### config.mk
export PLATFORM = sky130hd
export DESIGN_NAME = seq_frame_sync
export DESIGN_NICKNAME = d
export VERILOG_FILES = /design/src/rtl/seq_frame_sync.sv
export SDC_FILE = /design/constraint.sdc
export NUM_CORES = 1
export LEC_CHECK = 0
export BUFFER_PORTS_ARGS = -buffer_cell sky130_fd_sc_hd__buf_2
export CORE_UTILIZATION = 60
export CTS_CLUSTER_SIZE = 25
export DETAILED_ROUTE_END_ITERATION = 6
export GPL_ROUTABILITY_DRIVEN = 0
export PLACE_DENSITY = 0.83
export SLEW_MARGIN = 20
export SYNTH_ARGS = -nofsm -noshare
export SYNTH_HDL_FRONTEND = slang
export SYNTH_SLANG_ARGS = --single-unit
### constraint.sdc
create_clock -name clk -period 5.8 [get_ports clk]
set_input_delay 0.29 -clock clk [delete_from_list [all_inputs] [get_ports clk]]
set_output_delay 0.29 -clock clk [all_outputs]
set_load 0.01 [all_outputs]
### src/rtl/seq_frame_sync.sv
// Frame aligner for the periodic generator bit stream: hunts for the pattern,
// confirms lock over consecutive clean frames, then tracks bit errors while in sync.
`timescale 1ns/1ps
module seq_frame_sync #(
    parameter int                PERIOD     = 7,
    parameter logic [PERIOD-1:0] PATTERN    = 7'b1101000,
    parameter int                LOCK_COUNT = 2,
    parameter int                LOSS_COUNT = 2,
    parameter int                CNT_W      = 16
) (
    input  logic                      clk,
    input  logic                      reset,
    input  logic                      din,
    input  logic                      din_valid,
    output logic                      locked,
    output logic [1:0]                sync_state,
    output logic [$clog2(PERIOD)-1:0] phase,
    output logic                      frame_done,
    output logic                      err_bit,
    output logic [CNT_W-1:0]          err_count
);
    localparam int PH_W = $clog2(PERIOD);
    localparam int MC_W = $clog2(LOCK_COUNT + 1);
    localparam int LS_W = $clog2(LOSS_COUNT + 1);

    typedef enum logic [1:0] {
        HUNT    = 2'b00,
        PRESYNC = 2'b01,
        SYNC    = 2'b10
    } state_t;

    function automatic logic [PERIOD-1:0] reverse_bits(input logic [PERIOD-1:0] v);
        logic [PERIOD-1:0] r;
        for (int i = 0; i < PERIOD; i++) begin
            r[i] = v[PERIOD-1-i];
        end
        return r;
    endfunction

    function automatic logic [CNT_W-1:0] sat_inc(input logic [CNT_W-1:0] c);
        return (c == {CNT_W{1'b1}}) ? c : c + CNT_W'(1);
    endfunction

    // Reversed so that the frame phase indexes the expected bit directly.
    localparam logic [PERIOD-1:0] PAT_REV = reverse_bits(PATTERN);

    state_t            state;
    logic [PERIOD-2:0] sr;
    logic [MC_W-1:0]   match_cnt;
    logic [LS_W-1:0]   miss_cnt;
    logic              frame_err;

    logic [PERIOD-1:0] window;
    logic              exp_bit;
    logic              mismatch;
    logic              wrap;
    logic [PH_W-1:0]   phase_nxt;

    assign window     = {sr, din};
    assign exp_bit    = PAT_REV[phase];
    assign mismatch   = (din != exp_bit);
    assign wrap       = (phase == PH_W'(PERIOD - 1));
    assign phase_nxt  = wrap ? '0 : phase + PH_W'(1);
    assign sync_state = state;

    always_ff @(posedge clk or negedge reset) begin
        if (!reset) begin
            state      <= HUNT;
            locked     <= 1'b0;
            phase      <= '0;
            frame_done <= 1'b0;
            err_bit    <= 1'b0;
            err_count  <= '0;
            sr         <= '0;
            match_cnt  <= '0;
            miss_cnt   <= '0;
            frame_err  <= 1'b0;
        end else begin
            frame_done <= 1'b0;
            err_bit    <= 1'b0;
            if (din_valid) begin
                // sr shifts in every state so a fresh match is possible right after loss
                sr <= window[PERIOD-2:0];
                case (state)
                    HUNT: begin
                        if (window == PATTERN) begin
                            phase     <= '0;
                            match_cnt <= MC_W'(1);
                            miss_cnt  <= '0;
                            frame_err <= 1'b0;
                            if (LOCK_COUNT <= 1) begin
                                state  <= SYNC;
                                locked <= 1'b1;
                            end else begin
                                state  <= PRESYNC;
                            end
                        end
                    end
                    PRESYNC: begin
                        if (mismatch) begin
                            state     <= HUNT;
                            phase     <= '0;
                            match_cnt <= '0;
                        end else begin
                            phase <= phase_nxt;
                            if (wrap) begin
                                frame_done <= 1'b1;
                                match_cnt  <= match_cnt + MC_W'(1);
                                if (match_cnt == MC_W'(LOCK_COUNT - 1)) begin
                                    state    <= SYNC;
                                    locked   <= 1'b1;
                                    miss_cnt <= '0;
                                end
                            end
                        end
                    end
                    SYNC: begin
                        phase <= phase_nxt;
                        if (mismatch) begin
                            err_bit   <= 1'b1;
                            err_count <= sat_inc(err_count);
                        end
                        if (wrap) begin
                            // A mismatch on the wrap bit itself still marks this frame errored.
                            frame_done <= 1'b1;
                            frame_err  <= 1'b0;
                            if (frame_err || mismatch) begin
                                if (miss_cnt == LS_W'(LOSS_COUNT - 1)) begin
                                    state     <= HUNT;
                                    locked    <= 1'b0;
                                    phase     <= '0;
                                    miss_cnt  <= '0;
                                    match_cnt <= '0;
                                end else begin
                                    miss_cnt <= miss_cnt + LS_W'(1);
                                end
                            end else begin
                                miss_cnt <= '0;
                            end
                        end else if (mismatch) begin
                            frame_err <= 1'b1;
                        end
                    end
                    default: begin
                        state  <= HUNT;
                        locked <= 1'b0;
                        phase  <= '0;
                    end
                endcase
            end
        end
    end

endmodule
== Word level (Yosys, flattened, before mapping) ==
Memory sizes are Yosys's and may differ from the RTL's.
Index checks and enable logic that the tools add are counted.

* Bits in writable memories: 0
* Register bits: 35
* Input bits: 4
* Logic and storage cells: 92
* Output and inout port bits: 24
* Memories kept: 1
* Bits in read-only memories: 8
* Bits in latches: 0

* Div/mod/pow operators: 0
* Eq/ne operators: 18
* Add/subtract/negate cells: 4
* Reductions and logical operators: 11
* $mul: 0
* Multiplexer cells: 45
* Bitwise operators: 2
* Shift-type cells: 0
* $lt $le $gt $ge: 1

{| class="wikitable"
|+ Memories
! memory !! depth !! width !! read ports !! clocked after memory_dff !! write ports !! line !! source
|-
| (no name shown) || 8 || 1 || 1 || 0 || 0 || 60 || <nowiki>assign exp_bit = PAT_REV[phase];</nowiki>
|}

{| class="wikitable"
|+ Operators by type and width
! cell !! number
|-
| $mux 2 || 16
|-
| $reduce_and 7->1 || 3
|-
| $mux 3 || 6
|-
| $pmux 2 s3 || 3
|-
| $add 16x1->16 const B || 1
|-
| $eq 16x16->1 const B || 1
|-
| $mux 1 || 16
|-
| $ne 2x2->1 const B || 7
|-
| $ne 3x3->1 const B || 3
|-
| $pmux 3 s3 || 1
|-
| $reduce_and 4->1 || 2
|-
| $reduce_and 8->1 || 1
|-
| $eq 7x7->1 const B || 1
|-
| $eq 2x1->1 const B || 3
|-
| $add 2x1->2 const B || 2
|-
| $lt 3x4->1 const B || 1
|-
| $pmux 1 s2 || 2
|-
| $add 3x1->3 const B || 1
|-
| $eq 3x3->1 const B || 1
|-
| $pmux 1 s3 || 1
|-
| $reduce_bool 3->1 || 1
|-
| $eq 2x2->1 const B || 1
|-
| $logic_not 2->1 || 1
|-
| $not 1->1 || 2
|-
| other kinds (4) || 4
|}

== Logic depth before layout (Yosys ltp) ==
* Depth in word-level cells: 7
* Depth in mapped cells: 7

== Worst setup path after synthesis ==
OpenSTA, ideal clock, no wires.

* Path kind: flip-flop to flip-flop
* Start point: register state[0] (netlist: sync_state[0])
* End point: register match_cnt[0]
* Period minus slack after synthesis: 1.932 ns
* Path slack: 3.868 ns
* Arrival: 1.806 ns
* Buffers on the path: 0
* Library setup time: 0.126 ns
* Stages on the path, launching flop included: 7
* Cells stage by stage: dfrtp_1 inv_1 ha_1 o21ai_0 o41ai_4 or3_1 o32a_1

* Cells in the longest elaborated chain, start to end: 3
* Elaborated cells between the ends (all ways): 11
* Classes of those cells: eq/ne (7); mux (1); reduce/logical (3)

{| class="wikitable"
|+ RTL lines
! element !! line !! source
|-
| start: declaration || 47 || <nowiki>state_t state;</nowiki>
|-
| start signal: assignment || 68 || <nowiki>state <= HUNT;</nowiki>
|-
| start signal: assignment || 92 || <nowiki>state <= SYNC;</nowiki>
|-
| start signal: assignment || 95 || <nowiki>state <= PRESYNC;</nowiki>
|-
| $eq 2x1->1, or another cell as far along || 84 || <nowiki>case (state)</nowiki>
|-
| $ne 3x3->1 (no line), or another cell as far along || n/a ||
|-
| $reduce_and 7->1 (no line) || n/a ||
|-
| end signal: assignment || 108 || <nowiki>match_cnt <= match_cnt + MC_W'(1);</nowiki>
|-
| end: declaration || 49 || <nowiki>logic [MC_W-1:0] match_cnt;</nowiki>
|}

Several ways; a longest one is shown, not always the timed one.
A chain may end at the register's enable or synchronous reset.

== Worst setup path in the final report ==
* Start point: register phase[1]
* End point: register err_count[1]

* Cells in the longest elaborated chain, start to end: 4

{| class="wikitable"
|+ RTL lines
! element !! line !! source
|-
| start: declaration || 17 || <nowiki>output logic [$clog2(PERIOD)-1:0] phase,</nowiki>
|-
| start signal: assignment || 105 || <nowiki>phase <= phase_nxt;</nowiki>
|-
| start signal: assignment || 118 || <nowiki>phase <= phase_nxt;</nowiki>
|-
| $mem_v2 8x1 || n/a ||
|-
| $mux 1 (implied by the code) || 60 ||
|-
| $ne 1x1->1 || 61 || <nowiki>assign mismatch = (din != exp_bit);</nowiki>
|-
| $reduce_and 4->1 (no line) || n/a ||
|-
| end signal: assignment || 121 || <nowiki>err_count <= sat_inc(err_count);</nowiki>
|-
| end: declaration || 20 || <nowiki>output logic [CNT_W-1:0] err_count</nowiki>
|}

No other way between the ends. The select of a mux whose other input is x is not followed.

==> key figures <==
Status
  • Outcome: finished, final reports clean

Floorplan
  • Vertical extent of the die: approximately 58 um
  • Starting Density: 62.5%
  • Number of placed I/O pins: 28
  • Count of standard-cell rows: 20
  • Die Outline Area: approximately 3400 um^2
  • Width of the die: ~58 um
  • Area of the placeable core: 3030 um^2

Yosys
  • Number of warning messages in the yosys log: 0
  • Share of async-settable or async-resettable flops after synthesis: 100%
  • Count of mapped cells out of synthesis: 173
  • Count of flip-flops with a built-in enable after synthesis: 0
  • Flip-flop cell with the highest count after synthesis: sky130_fd_sc_hd__dfrtp_1
  • Syn Area/Cell: 10.9 um^2
  • Distinct cells, synth: 43
  • Post-Synthesis Cell Area: 1890 um^2
  • Sequential share of the synthesized area: 46.3%
  • Net count after synthesis: 184
  • Register bit total from synthesis: 35

Layout
  • Final instance area: about 2200 um^2
  • Synth-to-Final Area Change: 14.5%
  • Combined area of the multi-input logic cells: 982 um^2
  • Share of post-route cells with drive strength above 1: 25.9%
  • Layout fillers: 235
  • Combined flip-flop and latch cell area: roughly 900 um^2
  • Diode insertion count for antenna repair: 0
  • Number of nets in the final layout: 215

Worst setup path
  • Data arrival time of the worst path: about 2400 ps
  • Setup slack of the worst register-to-register path: about 3600 ps
  • Timing startpoint of the critical path: phase[1]
  • CP Data Required Time: 6030 ps
  • Critical Path End Type: register
  • Class of the most critical setup path: register to register
  • Startpoint of the lowest-slack register-to-register path: phase[1]
  • Highest fanout seen on the critical path: 16
  • Critical path launch point type: register

CTS
  • CTS sink cnt: 35
  • Number of setup buffers added after CTS: 0
  • Clk root buf: sky130_fd_sc_hd__clkbuf_4
  • Hold buffer count at CTS: 0
  • Buffer depth of the longest clock path: 2
  • Register clock-pin slew on the reported worst setup and hold paths: 110 ps
  • Clock tree from TritonCTS: built
  • Skew-Pair Late Insertion Delay: 350 ps
  • Cells resized by post-CTS repair: 0
  • Inserted Clock Buffers: 5
  • # H-tree levels: 2

Power and ir drop
  • Pwr Density: a little over 300 nW/um^2
  • Internal power: approximately 0.47 mW
  • Switching share of power: 29.2%
  • Standby leakage power: 1.00 nW
  • Net switching power of the design: 0.196 mW
  • Share of power burned in the clock network: roughly a third
  • Part of the power in combinational logic: 23.4%
  • Relative contribution of sequential cells to total power: 44.0%
  • Maximum ir drop on the vdd rail: 0.000203 V
  • Power after layout: 0.669 mW

Timing
  • Final setup fails: 0
  • Final Hold Vio Count: 0
  • Setup_tns: 0 ps
  • Final critical path time including I/O delays and setup: 2200 ps
  • Clock skew: 16.3 ps
  • Slew at the pin closest to its max-slew limit: 766 ps
  • Post-route clock period utilization: 38.0%
  • Remaining max-slew budget at the tightest pin: about half
  • Unrepaired setup endpoints after global routing: false
  • Maximum operating frequency: between 400 and 500 MHz
  • Count of pins over their slew limit: 0

Global route
  • Leftover overflow at the end of global routing: 0
  • Maximum number of pins on one net before global-route repair: 36
  • All-layer global routing usage: between 20% and 30%
  • Initial antenna violation count: 0
  • Number of global-route vias before repair: 1439
  • First-pass GRT wire length: 6.52 mm

Drt
  • Routed wire length per instance: 15.1 um
  • Final routed DRC violation total: 0
  • Via count: between 1000 and 1500
  • Wire length after detailed routing: 3.76 mm
  • Number of antenna-violating nets in the routed design: 0
  • Via density per instance: 5.86
  • Number of DRC markers after the initial detailed-route iteration: 81
  • Number of iterations in the first detailed-routing pass: 4

Placement
  • Placed wire-length estimate after detailed placement: 2.67 mm
  • Quantity of I/O buffers inserted on ports: 27
  • Post-detailed-placement cell area: just over 2000 um^2

Min path
  • Class of the tightest hold or removal check: input port to async pin

Run
  • Max-cap viol count: 0
-- Yosys cell counts, types with 2 or more instances --
library cell / number / share of area (%)
sky130_fd_sc_hd__mux2_2: 8 / 4.8
sky130_fd_sc_hd__dfrtp_1: 35 / 46
sky130_fd_sc_hd__xnor2_1: 15 / 6.9
sky130_fd_sc_hd__nor2_1: 6 / 1.2
sky130_fd_sc_hd__or3_1: 2 / 0.66
sky130_fd_sc_hd__o41ai_4: 2 / 2.9
sky130_fd_sc_hd__mux2_1: 2 / 1.2
sky130_fd_sc_hd__nand3_1: 12 / 3.2
sky130_fd_sc_hd__nand4b_1: 4 / 1.9
sky130_fd_sc_hd__ha_1: 7 / 4.6
sky130_fd_sc_hd__mux2i_1: 2 / 1.1
sky130_fd_sc_hd__nor3_1: 5 / 1.3
sky130_fd_sc_hd__a21oi_1: 3 / 0.79
sky130_fd_sc_hd__nand2_1: 16 / 3.2
sky130_fd_sc_hd__and4_1: 3 / 1.4
sky130_fd_sc_hd__inv_1: 5 / 0.99
sky130_fd_sc_hd__and2_1: 2 / 0.66
sky130_fd_sc_hd__and3_1: 8 / 2.6
sky130_fd_sc_hd__nand4_1: 7 / 2.3
sky130_fd_sc_hd__o21ai_0: 6 / 1.6
-- sequential cells by signal (all words and copies together), names as in the netlist --
name        flops
frame_done      1
locked          1
match_cnt       2
miss_cnt        2
sync_state      2
phase           3
err_count      16
frame_err       1
err_bit         1
sr              6
-- power groups by stage --
stage,logic (mW),clock network (mW),registers (mW)
6_report,0.157,0.218,0.294
3_5_place_dp,0.156,0,0.299
3_3_place_gp,0.149,0,0.296
5_1_grt,0.174,0.232,0.298
4_1_cts,0.158,0.220,0.294
2_1_floorplan,0.109,0,0.300
-- cell families after synthesis --
group           count (synthesis)  synth area share, %
simple gates                   75                 23.3
compound gates                 21                 10.0
xor+xnor                       15                 6.94
mux                            12                 7.01
flops                          35                 46.3
buf+inv                         8                 1.85
fa+ha+maj                       7                 4.63
-- layout make-up --
class / instances / share of cell area, %
Timing Repair Buffer: 27 / 6.23
Clock inverter: 2 / 2.77
Tap cell: 44 / 2.54
Sequential cell: 35 / 40.4
Inverter: 5 / 0.866
Clock buffer: 6 / 1.90
Multi-Input combinational cell: 130 / 45.3
-- metal layers --
layer | vias up | part of all wire [%] | wire length [um] | track usage [%]
li1 | 698 | - | - | -
met1 | 717 | 44 | 1640 | 31.8
met2 | 39 | 50 | 1890 | 42.9
met3 | 5 | 4.7 | 177 | 7.59
met4 | 0 | 1.3 | 48 | 8.16
met5 | - | 0 | 0 | 0
-- path summary, 6_finish.rpt --
| kind | cells past startpoint | end |
|---|---|---|
| worst max-delay path | 5 | err_count[1] |
| worst min-delay path | 1 | err_count[9] |
| worst max register to register | 5 | err_count[1] |
| worst min register to register | 1 | err_count[12] |
| max in group asynchronous | 1 | err_count[3] |
| min in group clk | 2 | frame_done |
-- critical path, cell delays in order (launching register included) --
cell	delay (ps)
sky130_fd_sc_hd__dfrtp_1	460
sky130_fd_sc_hd__nor2b_4	170
sky130_fd_sc_hd__or3_4	360
sky130_fd_sc_hd__a21oi_2	580
sky130_fd_sc_hd__nand2_1	200
sky130_fd_sc_hd__mux2_2	310
-- per-stage QoR --
step	util [%]	cells	hold slack [ps]	setup slack, ps
6_report	71.6	249	0.620	3600
5_1_grt	71.6	249	49.0	3460
4_1_cts	71.6	249	18.4	3610
3_5_place_dp	68.3	241	405	3640
3_3_place_gp	68.3	241	395	3770
2_1_floorplan	-	173	-5.59	3870
-- cells in the final DEF, fill, tap and decap left out, types with 2 or more instances in the layout --
cell                        count
sky130_fd_sc_hd__and4_1         3
sky130_fd_sc_hd__nand4_1        7
sky130_fd_sc_hd__o21ai_0        6
sky130_fd_sc_hd__ha_1           7
sky130_fd_sc_hd__nand4b_1       4
sky130_fd_sc_hd__nand3_1       12
sky130_fd_sc_hd__a21oi_1        3
sky130_fd_sc_hd__dfrtp_1       35
sky130_fd_sc_hd__nor3_1         5
sky130_fd_sc_hd__nand2_1       16
sky130_fd_sc_hd__o41ai_4        2
sky130_fd_sc_hd__bufinv_16      2
sky130_fd_sc_hd__xnor2_1       15
sky130_fd_sc_hd__and2_1         2
sky130_fd_sc_hd__and3_1         8
sky130_fd_sc_hd__mux2i_1        2
sky130_fd_sc_hd__nor2_1         6
sky130_fd_sc_hd__or3_1          2
sky130_fd_sc_hd__clkbuf_4       5
sky130_fd_sc_hd__mux2_1         2
sky130_fd_sc_hd__mux2_2         8
sky130_fd_sc_hd__inv_1          5
sky130_fd_sc_hd__buf_2         27
No activity file was read; power rests on OpenSTA's default activity.
